File: src/rtl/stream_arb_mux.sv
// N-to-1 stream arbiter/mux: fixed-priority or round-robin selection of valid channels
// into a single registered output stage with valid/ready handshaking.
module stream_arb_mux #(
    parameter int unsigned WIDTH   = 32,
    parameter int unsigned NUM_IN  = 4,
    parameter int unsigned RR_MODE = 1
) (
    input  logic                    clk,
    input  logic                    reset,
    input  logic [NUM_IN-1:0]       in_valid,
    input  logic [NUM_IN*WIDTH-1:0] in_data,
    output logic [NUM_IN-1:0]       in_ready,
    input  logic [NUM_IN-1:0]       ch_enable,
    output logic                    out_valid,
    output logic [WIDTH-1:0]        out_data,
    output logic [$clog2(NUM_IN)-1:0] out_sel,
    input  logic                    out_ready
);

    localparam int unsigned SELW = $clog2(NUM_IN);

    logic [SELW-1:0]   r_ptr;
    logic              r_out_valid;
    logic [WIDTH-1:0]  r_out_data;
    logic [SELW-1:0]   r_out_sel;

    logic [NUM_IN-1:0] w_req;
    logic [SELW-1:0]   w_base;
    logic [SELW-1:0]   w_j;
    logic [SELW-1:0]   w_idx;
    logic              w_found;
    logic              w_load;
    logic              w_xfer;
    logic [WIDTH-1:0]  w_ch [NUM_IN];

    for (genvar g = 0; g < NUM_IN; g++) begin : g_unpack
        assign w_ch[g] = in_data[g*WIDTH +: WIDTH];
    end

    assign w_req  = in_valid & ch_enable;
    assign w_base = (RR_MODE != 0) ? r_ptr : '0;
    assign w_load = ~r_out_valid | out_ready;

    // Scan from w_base with modulo-NUM_IN wrap; first requesting channel wins.
    always_comb begin
        w_found = 1'b0;
        w_idx   = '0;
        w_j     = '0;
        for (int unsigned k = 0; k < NUM_IN; k++) begin
            w_j = SELW'((32'(w_base) + k) % NUM_IN);
            if (!w_found && w_req[w_j]) begin
                w_found = 1'b1;
                w_idx   = w_j;
            end
        end
    end

    assign w_xfer   = w_load & w_found & ~reset;
    assign in_ready = w_xfer ? (NUM_IN'(1) << w_idx) : '0;

    // Output register and round-robin pointer.
    always_ff @(posedge clk) begin
        if (reset) begin
            r_out_valid <= 1'b0;
            r_out_data  <= '0;
            r_out_sel   <= '0;
            r_ptr       <= '0;
        end else if (w_xfer) begin
            r_out_valid <= 1'b1;
            r_out_data  <= w_ch[w_idx];
            r_out_sel   <= w_idx;
            r_ptr       <= SELW'((32'(w_idx) + 32'd1) % NUM_IN);
        end else if (out_ready) begin
            r_out_valid <= 1'b0;
        end
    end

    assign out_valid = r_out_valid;
    assign out_data  = r_out_data;
    assign out_sel   = r_out_sel;

endmodule

File: config.mk
export PLATFORM = sky130hd
export DESIGN_NAME = stream_arb_mux
export DESIGN_NICKNAME = d
export VERILOG_FILES = /design/src/rtl/stream_arb_mux.sv
export SDC_FILE = /design/constraint.sdc
export NUM_CORES = 1
export LEC_CHECK = 0
export BUFFER_PORTS_ARGS = -buffer_cell sky130_fd_sc_hd__buf_2
export CORE_MARGIN = 10
export CORE_UTILIZATION = 39
export CTS_CLUSTER_SIZE = 30
export DETAILED_ROUTE_END_ITERATION = 7
export HOLD_SLACK_MARGIN = 0.05
export PLACE_DENSITY = 0.81
export SLEW_MARGIN = 25
export SYNTH_ARGS = -nofsm -noshare
export SYNTH_HDL_FRONTEND = slang
export SYNTH_SLANG_ARGS = --single-unit
File: constraint.sdc
create_clock -name clk -period 2.8 [get_ports clk]
set_clock_uncertainty 0.15 [all_clocks]
set_input_delay 0.56 -clock clk [delete_from_list [all_inputs] [get_ports clk]]
set_output_delay 0.56 -clock clk [all_outputs]
set_load 0.05 [all_outputs]
==> impl_metrics.yaml <==
status:
  status: "finished, final reports clean"
routing:
  totalWireLength_mm: 7.74
  via_count: 2394
  first_pass_iters: 4
  initialDrtViolationCount: 51
  drc: 0
  viasPerCell: 5.05
  avgRoutedWirePerCell_um: 16.3
  antenna_violating_nets_post_route: 0
clock_network:
  clk-insertion-delay-late_ns: 0.28
  tritoncts.num_buffers: 5
  numClockSinks: 37
  ctsHoldBuffers: 0
  cts_tree: "built"
  cts_buffer_depth: 2
  worst_setup_hold_path_clk_slew_ns: 0.07
  clock_tree.root_cell: "clkbuf_8"
  cts-htree-levels: 2
floorplanning:
  initial_utilization_pct: 39.9
  design.core.area_um2: 5440
  num_io_pins: 178
  row_count: 27
  die_area_um2: 8950
  dieWidth_um: 94.6
  die_height_um: 94.6
worst_setup_path:
  cp.depth: 7
  critPathBufInv: 2
  worst-setup-path-type: "in2out"
  critPathArrivalTime_ns: 1.92
  crit_top_cell: "buf_2"
  cp.required_ns: 2.09
  critical-path-slowest-cell: "a221oi_1"
  start_kind: "input pin"
  worstPathCellList: "buf_2 -> and2_4 -> a221oi_1 -> a2bb2oi_2 -> nand2b_1 -> nor2_2 -> buf_2"
  crit_path_max_fanout: 4
  ff2ff_path_depth: 6
  slowest_delay_ns: 0.32
  cpLargestDelayFamily: "compound AO/OA/AOI/OAI gates"
  crit_path_end_kind: "primary output"
grt:
  grt_start_max_net_pins: 30
  first_global_vias: 2716
  grt_first_pass_wirelength_mm: 12.2
  track_usage_pct: 16.5
  total_grt_overflow: 0
  antenna_found_initial: 0
layout:
  areaGrowthSynthToFinish_pct: 50.1
  num_antenna_cells: 0
  fin_nets: 540
  n_fill_cell: 485
  design_area_um2: 3260
  layout.cells.non_filler: 474
  layout-drive-gt1-share_pct: 50.7
pwr:
  pwr_density_cell_nw_per_um2: 601
  vdd_drop_max_mv: 0.298
  portion_of_total_power_attributed_to_the_clock_network_pct: 24.3
  power.leakage_nw: 1.84
  p_int_w: 0.00119
  power_switching_w: 0.000765
  combPwrFrac_pct: 42.9
  seq_power_share_pct: 32.8
  power.switching_fraction_pct: 39.1
synthesis:
  async_set_or_reset_register_ratio_after_synthesis_pct: 0
  synth_top_area_share_pct: 34.1
  synth_edf_count: 0
  synth_top_flop_cell: "dfxtp_1"
  synth.most_common_cell: "mux2i_1"
  synth_seq_cells: 37
  synthTopCellsByArea: "dfxtp_1 (34%), mux2i_1 (29%), o221ai_1 (13%)"
  syn-instance-count: 225
  netlist-cell-type-count: 30
  yosys_warnings: 0
  synth_area_um2: 2170
  synth_top_area_cell: "dfxtp_1"
  synthTopCellsByCount: "mux2i_1 (64), nand2_1 (39), dfxtp_1 (37)"
  syn-mean-instance-area_um2: 9.65
  mappedNetlistNets: 364
  synth.yosys.seq_area_share_pct: 34.1
place:
  dp_cells: 466
  gp_congestion: 0.826
  placement.io_buffers: 177
  half_perimeter_wire_length_after_placement_mm: 6.51
  placedInstanceArea_um2: 3140
sta:
  rel_slew_slack_pct: 57.0
  report.final.slew_viol_count: 0
  layout_worst_path_cycle_share_pct: 93.9
  fin_crit_ns: 2.63
  worst_slew_pin_slew_ns: 0.643
  grt_setup_unrepaired: "false"
  final.hold.worst_slack_ns: 0.295
  hold_viol_final: 0
  final_setup_viols: 0
  setup-tns-final_ns: 0
  fmax_achieved_mhz: 380
job:
  max_cap_violations: 0
worst_hold_path:
  hp-class: "reg2reg"
  whs_path_depth: 2
-- routing by layer --
metal  vias up  routed length [um]  GRT usage [%]
met5         -                   0              0
met4         0                 125           4.61
met3        12                 821           8.64
met2       106                3950           29.7
met1      1063                2850           16.3
li1       1213                   -              -
-- timing repair --
item	4_1_cts	5_1_grt
resized for setup	0	1
endpoints found under the setup margin	0	4
buffers inserted	0	0
endpoints found under the hold margin	0	0
-- layout by cell type, fill, tap and decap left out, types with 2 or more instances in the layout --
master    instances
clkbuf_8          6
buf_4             9
o221ai_1         32
nor2b_1           2
nand3b_1          5
mux2i_1          64
nor2_1            5
nor2_2            2
a211oi_1          2
buf_2           177
nand2_1          39
a31oi_1           2
dfxtp_1          37
-- per-stage QoR --
| step | power (W) | util [%] | setup WS [ns] |
|---|---|---|---|
| after detailed placement | 0.00150 | 57.7 | 0.122 |
| after global routing | 0.00206 | 59.9 | 0.0198 |
| after floorplan | 0.00125 | - | -0.172 |
| after global placement | 0.00148 | 57.6 | 0.131 |
| after CTS | 0.00198 | 59.8 | 0.0963 |
| final | 0.00196 | 59.9 | 0.171 |
-- flip-flops by register name, summed over array words and instances (netlist names) --
name and count:
out_valid 1, out_data 32, out_sel 2, r_ptr 2
-- power by group through the flow --
| stage | Sequential [W] | Clock, W | Combinational [W] |
|---|---|---|---|
| 4_1_cts | 0.000642 | 0.000488 | 0.000846 |
| 6_report | 0.000642 | 0.000477 | 0.000840 |
| 5_1_grt | 0.000652 | 0.000511 | 0.000899 |
| 2_1_floorplan | 0.000910 | 0 | 0.000343 |
| 3_3_place_gp | 0.000650 | 0 | 0.000832 |
| 3_5_place_dp | 0.000652 | 0 | 0.000846 |
-- kinds of logic after synthesis --
family | after synthesis | synth area share [%]
buffers and inverters | 18 | 4.67
XOR/XNOR | 1 | 0.403
AND/OR/NAND/NOR | 59 | 12.0
flip-flops | 37 | 34.1
multiplexers | 64 | 29.5
AO/OA/AOI/OAI | 46 | 19.3
-- area by class of cell --
cell class              count  area (um2)  share of cell area [%]
clock inverters             1        30.0                   0.921
flip-flops and latches     37         741                    22.7
multi-input cells         170        1360                    41.6
inverters                   1        3.75                   0.115
clock buffers               7        86.3                    2.65
repair buffers            186         953                    29.2
well taps                  72        90.1                    2.76
-- worst min-delay path, cell delays in order (launching register included) --
cell and delay, ns:
dfxtp_1 0.31, nand2_1 0.05, nand2_1 0.04
-- path summary, 6_finish.rpt --
check                              endpoint         from  slack, ns
worst min register to register   out_sel[1]   out_sel[1]       0.30
worst max-delay path            in_ready[0]  in_valid[0]       0.17
worst max register to register  out_data[0]     r_ptr[0]       0.68
worst min-delay path             out_sel[1]   out_sel[1]       0.30
No activity file was read; power rests on OpenSTA's default activity.
